--- src/rtl/stopwatch_cu.sv ---
// Stopwatch control-and-count stage.
// Takes single-cycle run/stop and clear pulses from the debounced button
// stages, runs the STOP/RUN/CLEAR state machine and keeps elapsed time as
// centiseconds, seconds, minutes and hours for the display multiplexer.
module stopwatch_cu #(
  parameter int F_COUNT  = 1_000_000,  // clk cycles per 1/100 s tick
  parameter int MSEC_MAX = 100,
  parameter int SEC_MAX  = 60,
  parameter int MIN_MAX  = 60,
  parameter int HOUR_MAX = 24
) (
  input  logic       clk,
  input  logic       rst,
  input  logic       i_btn_run_stop,
  input  logic       i_btn_clear,
  output logic [6:0] o_msec,
  output logic [5:0] o_sec,
  output logic [5:0] o_min,
  output logic [4:0] o_hour,
  output logic       o_run
);

  // A one-cycle-per-tick configuration still needs a 1-bit prescaler.
  localparam int PRE_W = (F_COUNT > 1) ? $clog2(F_COUNT) : 1;

  localparam logic [PRE_W-1:0] PRE_LAST  = PRE_W'(F_COUNT - 1);
  localparam logic [6:0]       MSEC_LAST = 7'(MSEC_MAX - 1);
  localparam logic [5:0]       SEC_LAST  = 6'(SEC_MAX - 1);
  localparam logic [5:0]       MIN_LAST  = 6'(MIN_MAX - 1);
  localparam logic [4:0]       HOUR_LAST = 5'(HOUR_MAX - 1);

  typedef enum logic [1:0] {
    ST_STOP  = 2'b00,
    ST_RUN   = 2'b01,
    ST_CLEAR = 2'b10
  } state_t;

  state_t           r_state;
  logic [PRE_W-1:0] r_pre;
  logic [6:0]       r_msec;
  logic [5:0]       r_sec;
  logic [5:0]       r_min;
  logic [4:0]       r_hour;

  logic w_running;
  logic w_clearing;
  logic w_tick;
  logic w_msec_wrap;
  logic w_sec_wrap;
  logic w_min_wrap;
  logic w_hour_wrap;

  assign w_running   = (r_state == ST_RUN);
  assign w_clearing  = (r_state == ST_CLEAR);
  assign w_tick      = w_running && (r_pre == PRE_LAST);
  assign w_msec_wrap = (r_msec == MSEC_LAST);
  assign w_sec_wrap  = (r_sec  == SEC_LAST);
  assign w_min_wrap  = (r_min  == MIN_LAST);
  assign w_hour_wrap = (r_hour == HOUR_LAST);

  // Run/stop/clear state machine; run_stop has priority over clear in STOP.
  // NOTE: every clocked block uses non-blocking assignments so all registers
  // update from the same pre-edge values and simulation matches hardware.
  always_ff @(posedge clk) begin
    if (rst) begin
      r_state <= ST_STOP;
    end else begin
      case (r_state)
        ST_STOP: begin
          if (i_btn_run_stop)   r_state <= ST_RUN;
          else if (i_btn_clear) r_state <= ST_CLEAR;
          else                  r_state <= ST_STOP;
        end
        ST_RUN: begin
          if (i_btn_run_stop) r_state <= ST_STOP;
          else                r_state <= ST_RUN;
        end
        ST_CLEAR: r_state <= ST_STOP;   // pulses seen here are dropped
        default:  r_state <= ST_STOP;   // illegal encoding recovers
      endcase
    end
  end

  // Tick prescaler: counts only in RUN, holds in STOP to keep the tick phase.
  always_ff @(posedge clk) begin
    if (rst || w_clearing) begin
      r_pre <= '0;
    end else if (w_running) begin
      if (r_pre == PRE_LAST) r_pre <= '0;
      else                   r_pre <= r_pre + 1'b1;
    end
  end

  // Time cascade: each field advances only when every lower field wraps.
  always_ff @(posedge clk) begin
    if (rst || w_clearing) begin
      r_msec <= '0;
      r_sec  <= '0;
      r_min  <= '0;
      r_hour <= '0;
    end else if (w_tick) begin
      r_msec <= w_msec_wrap ? 7'd0 : r_msec + 7'd1;
      if (w_msec_wrap) begin
        r_sec <= w_sec_wrap ? 6'd0 : r_sec + 6'd1;
        if (w_sec_wrap) begin
          r_min <= w_min_wrap ? 6'd0 : r_min + 6'd1;
          if (w_min_wrap) begin
            r_hour <= w_hour_wrap ? 5'd0 : r_hour + 5'd1;
          end
        end
      end
    end
  end

  assign o_msec = r_msec;
  assign o_sec  = r_sec;
  assign o_min  = r_min;
  assign o_hour = r_hour;
  assign o_run  = w_running;

endmodule
--- config.mk ---
export PLATFORM = sky130hd
export DESIGN_NAME = stopwatch_cu
export DESIGN_NICKNAME = d
export VERILOG_FILES = /design/src/rtl/stopwatch_cu.sv
export SDC_FILE = /design/constraint.sdc
export NUM_CORES = 1
export LEC_CHECK = 0
export ABC_AREA = 1
export CAP_MARGIN = 30
export CORE_UTILIZATION = 50
export DETAILED_ROUTE_END_ITERATION = 10
export PLACE_DENSITY = 0.77
export SYNTH_ARGS = -nofsm -noshare
export SYNTH_HDL_FRONTEND = slang
export SYNTH_SLANG_ARGS = --single-unit
--- constraint.sdc ---
create_clock -name clk -period 3.6 [get_ports clk]
set_input_delay 0.36 -clock clk [delete_from_list [all_inputs] [get_ports clk]]
set_output_delay 0.36 -clock clk [all_outputs]
set_load 0.01 [all_outputs]
-- Word-level counts from Yosys, hierarchy flattened
Cells that the tools add are included.
- logic and storage cells: 33
- register bits: 46
- output and inout bits: 25
- input port bits: 4
- multiplexer cells: 9
- add/subtract/negate cells: 5
- equality and inequality tests: 7
- reduce and logical (&&, ||, !) cells: 6
- operators by type and width (cell ; number):
    adder 20 x 1 -> 20 bit (second input constant) ; 1
    == test 20 bit (second input constant) ; 1
    2-to-1 mux 20 bit ; 1
    adder 6 x 1 -> 6 bit (second input constant) ; 2
    == test 6 bit (second input constant) ; 2
    2-to-1 mux 6 bit ; 2
    adder 7 x 1 -> 7 bit (second input constant) ; 1
    == test 7 bit (second input constant) ; 1
    2-to-1 mux 7 bit ; 1
    adder 5 x 1 -> 5 bit (second input constant) ; 1
    == test 5 bit (second input constant) ; 1
    2-to-1 mux 5 bit ; 1
    2-to-1 mux 2 bit ; 2
    one-hot mux 2 bit (2 select lines) ; 1
    AND reduction 4 bit ; 1
    AND reduction 3 bit ; 1
    == test 2 x 1 -> 1 bit (second input constant) ; 1
    == test 2 bit (second input constant) ; 1
    zero test 2 bit ; 1
    AND reduction 2 bit ; 1
    logical AND 1 bit ; 1
    logical OR 1 bit ; 1
    2-to-1 mux 1 bit ; 1

-- Longest topological paths before layout
- word-level depth: 3
- mapped depth: 11
- mapped depth without buffers: 10

-- Least setup slack after synthesis
OpenSTA, ideal clock, no wires.
- kind: register to register
- from: reg r_msec[0] (netlist: o_msec[0])
- to: reg r_min[4] (netlist: o_min[4])
- cell stages (with the launch flop): 7
- arrival time: 1464 ps
- clock period less this slack: 1581 ps
- setup slack: 2019 ps
- library setup time: 116 ps
- path buffers: 0
- data required time: 3484 ps
- cell sequence: dfxtp_1 -> ha_1 -> nand2_1 -> nor2_2 -> nand4_2 -> o21ai_0 -> nor2_1
- word-level cells in the longest chain between the ends: 2
- RTL lines (item ; RTL line ; source):
    start: declaration ; 40 ; logic [6:0] r_msec;
    start signal: assignment ; 102 ; r_msec <= w_msec_wrap ? 7'd0 : r_msec + 7'd1;
    == test 7 bit ; 56 ; assign w_msec_wrap = (r_msec == MSEC_LAST);
    AND reduction 3 bit (no source line) ; n/a ;
    end signal: assignment ; 106 ; r_min <= w_min_wrap ? 6'd0 : r_min + 6'd1;
    end: declaration ; 42 ; logic [5:0] r_min;
Every way passes these cells.
A chain may end at the register's enable or synchronous reset.

-- Worst setup path in the final report
- from: reg r_state[1]
- to: out o_run
- word-level cells in the longest chain between the ends: 1
- RTL lines (item ; RTL line ; source):
    start: declaration ; 38 ; state_t r_state;
    start signal: assignment ; 66 ; r_state <= ST_STOP;
    start signal: assignment ; 70 ; if (i_btn_run_stop) r_state <= ST_RUN;
    start signal: assignment ; 71 ; else if (i_btn_clear) r_state <= ST_CLEAR;
    == test 2 x 1 -> 1 bit ; 53 ; assign w_running = (r_state == ST_RUN);
    end: declaration ; 20 ; output logic o_run
Every way passes these cells.

==> flow_summary_export.csv <==
group,metric,value,unit
grt,grt-ovfl-total,0,
logic_synthesis,syn_area_per_cell,6.514,um^2
placement,port_buffers,28,
routing,wl,5654,um
clocking,insertion_delay,0.30,ns
placement,finalWeightedCongestion,0.8906,
grt,grt_pass1_vias,2204,
floorplanning,core,4880,um^2
timing,relSlewSlack,43.34,%
routing,final_antenna_net_count,0,
logic_synthesis,ys_warn_count,0,
floorplanning,chipHeight,74.37,um
cells_and_area,final.fill_count,475,
logic_synthesis,ys_seq_area_share,35.16,%
hold_path,hold_path_class,"reg2reg",
clocking,cts_buffers,5,
logic_synthesis,synth-main-ff-cell,"dfxtp_1",
clocking,cts_tree,"built",
clocking,max-clock-path-buffers,2,
clocking,htreeDepth,2,
floorplanning,fp.dieW,74.37,um
critical_path,arrival,1.71,ns
grt,grt_max_degree,20,
cells_and_area,antenna_cells,0,
routing,wire_per_inst,11.31,um
power_and_ir_drop,power.density,304.4,nW/um^2
cells_and_area,syn_to_final_growth,16.96,%
logic_synthesis,synth.cell_area,2619,um^2
cells_and_area,final_cells,500,
timing,rsz0062_at_grt,"false",
clocking,cts_sinks,46,
logic_synthesis,synth_area_leaders,"dfxtp_1 (35%), nor2_1 (12%), nand2_1 (12%)",
routing,dr_total_vias,2554,
logic_synthesis,ys_seq_elements,46,
critical_path,required,3.24,ns
timing,finalHoldViolCount,0,
cells_and_area,nNetsFinal,441,
logic_synthesis,synth-edff-count,0,
floorplanning,core.rowCount,25,
critical_path,cpPeakStageDelay,0.57,ns
clocking,clk_pin_slew,0.08,ns
floorplanning,initial_core_util,53.67,%
placement,dp_cells,492,
timing,fin_crit,2.067,ns
grt,grt_pass1_wl,9666,um
timing,tns,0,ns
routing,vias_per_cell,5.108,
logic_synthesis,synth_cells,402,
timing,worst_slew_pin_slew,0.8499,ns
logic_synthesis,synth_top_area_share,35.16,%
logic_synthesis,synth_cell_types,35,
timing,drv_slew,0,
critical_path,endpoint_kind,"output pin",
clocking,post_cts_resized,0,
clocking,cts_setup_buffers,0,
critical_path,crit_chain,"inv_1, nand2_2, inv_2, clkdlybuf4s50_1",
timing,max_freq,483.9,MHz
power_and_ir_drop,ir_drop,0.2068,mV
timing,finalCritPeriodShare,57.41,%
job,cap_violations,0,
placement,place.detailed.hpwl,4188,um
timing,setup_viol,0,
critical_path,worstSetupPathType,"reg2out",
logic_synthesis,syn_nets,411,
clocking,root_buffer,"clkbuf_8",
logic_synthesis,synthArstFlopShare,0,%
cells_and_area,drive_gt1_share,6.005,%
floorplanning,dieArea,5531,um^2
clocking,ctsHoldBuffers,0,
critical_path,critPathSlowestCell,"clkdlybuf4s50_1",
grt,grtUsageTotal,22.36,%
grt,antenna_found_initial,0,
critical_path,start_kind,"flip-flop",
routing,first_pass_iters,5,
outcome,status,"complete, no violations",
routing,drc,0,
power_and_ir_drop,leakage,1.226,nW
floorplanning,io_pins,29,
logic_synthesis,synth_top_area_cell,"dfxtp_1",
routing,drt_iter0_markers,212,
timing,finClkSkew,0.008063,ns
critical_path,cp_max_fo,11,
flip-flops by register name, indices dropped and copies added (netlist names):
| signal | flops |
|---|---|
| r_pre | 20 |
| o_msec | 7 |
| o_min | 6 |
| o_sec | 6 |
| o_hour | 5 |
| r_state | 2 |
Yosys cell counts, drive strengths merged, types with 2 or more instances:
cell     n
nor2    93
nand2   86
inv     55
dfxtp   46
nand3   34
a21oi   18
nor3    13
xor2    13
o21ai   12
nand4   10
ha       5
buf      4
a211oi   2
nor4     2
per-stage QoR:
step / area [um^2] / setup WS [ns] / total power, W / hold slack [ns] / utilization, %
3_3_place_gp: 2957 / 1.426 / 0.0005653 / 0.4640 / 60.59
2_1_floorplan: 2619 / 2.019 / 0.0005545 / 0.4365 / -
5_1_grt: 3063 / 1.431 / 0.0009625 / 0.5222 / 62.77
3_5_place_dp: 2957 / 1.322 / 0.0005665 / 0.4772 / 60.59
4_1_cts: 3063 / 1.532 / 0.0009443 / 0.4906 / 62.77
6_report: 3063 / 1.533 / 0.0009324 / 0.4995 / 62.77
cell families after synthesis:
family / share of synthesized area [%]
AO/OA/AOI/OAI: 7.263
XOR/XNOR: 4.682
adder cells (fa/ha/maj): 2.389
buffers and inverters: 9.029
flip-flops: 35.16
AND/OR/NAND/NOR: 41.47
worst max-delay path: cells and delay by family (launching register included):
kind	cells	cell delay, ns
buffers and inverters	3	0.89
flip-flops	1	0.34
AND/OR/NAND/NOR	1	0.18
power breakdown:
part           switching, W  internal, W
Sequential       0.00000312     0.000512
Combinational     0.0000267    0.0000127
Clock              0.000170     0.000208
layer usage:
metal  up-vias  track usage [%]  wire length [um]
met2        77            37.24              2601
met5         -                0                 0
met1      1136            29.91              2706
met3         9            4.065               285
li1       1332                -                 -
met4         0            5.660                61
cells in the final DEF, fill, tap and decap left out:
cell	count
nor2_4	2
inv_2	4
nor4_1	2
nand3_2	1
nand3b_1	1
o22ai_1	1
dfxtp_1	46
clkbuf_8	5
nor4b_1	1
o21a_1	1
clkinv_1	1
nand3_4	1
o21ai_0	10
nor2_1	87
a211oi_1	2
xnor2_1	1
nand4_1	8
a21oi_1	17
nand3_1	32
nand2_1	84
nor2_2	4
nor3_4	1
inv_1	51
ha_1	5
xor2_1	13
a21oi_2	1
bufinv_16	1
clkbuf_1	2
nand4_2	2
o21ai_1	2
o31ai_1	1
nand2_2	2
or2_0	1
nor3_2	2
clkdlybuf4s50_1	28
nor3_1	10
area by class of cell:
type | count | area [um^2] | share of cell area (%)
repair buffers | 28 | 280.3 | 9.150
clock inverters | 1 | 30.03 | 0.9804
multi-input cells | 295 | 1461 | 47.71
clock buffers | 7 | 76.32 | 2.492
well taps | 67 | 83.83 | 2.737
flip-flops and latches | 46 | 920.9 | 30.07
inverters | 56 | 210.2 | 6.863
final timing paths:
path / start / end / slack, ns / cells after the start
min reg2reg: r_pre[5] / r_pre[5] / 0.50 / 2
max: r_state[1] / o_run / 1.53 / 4
max reg2reg: r_state[0] / r_pre[15] / 1.73 / 5
min: r_pre[5] / r_pre[5] / 0.50 / 2
No activity file was read; power rests on OpenSTA's default activity.
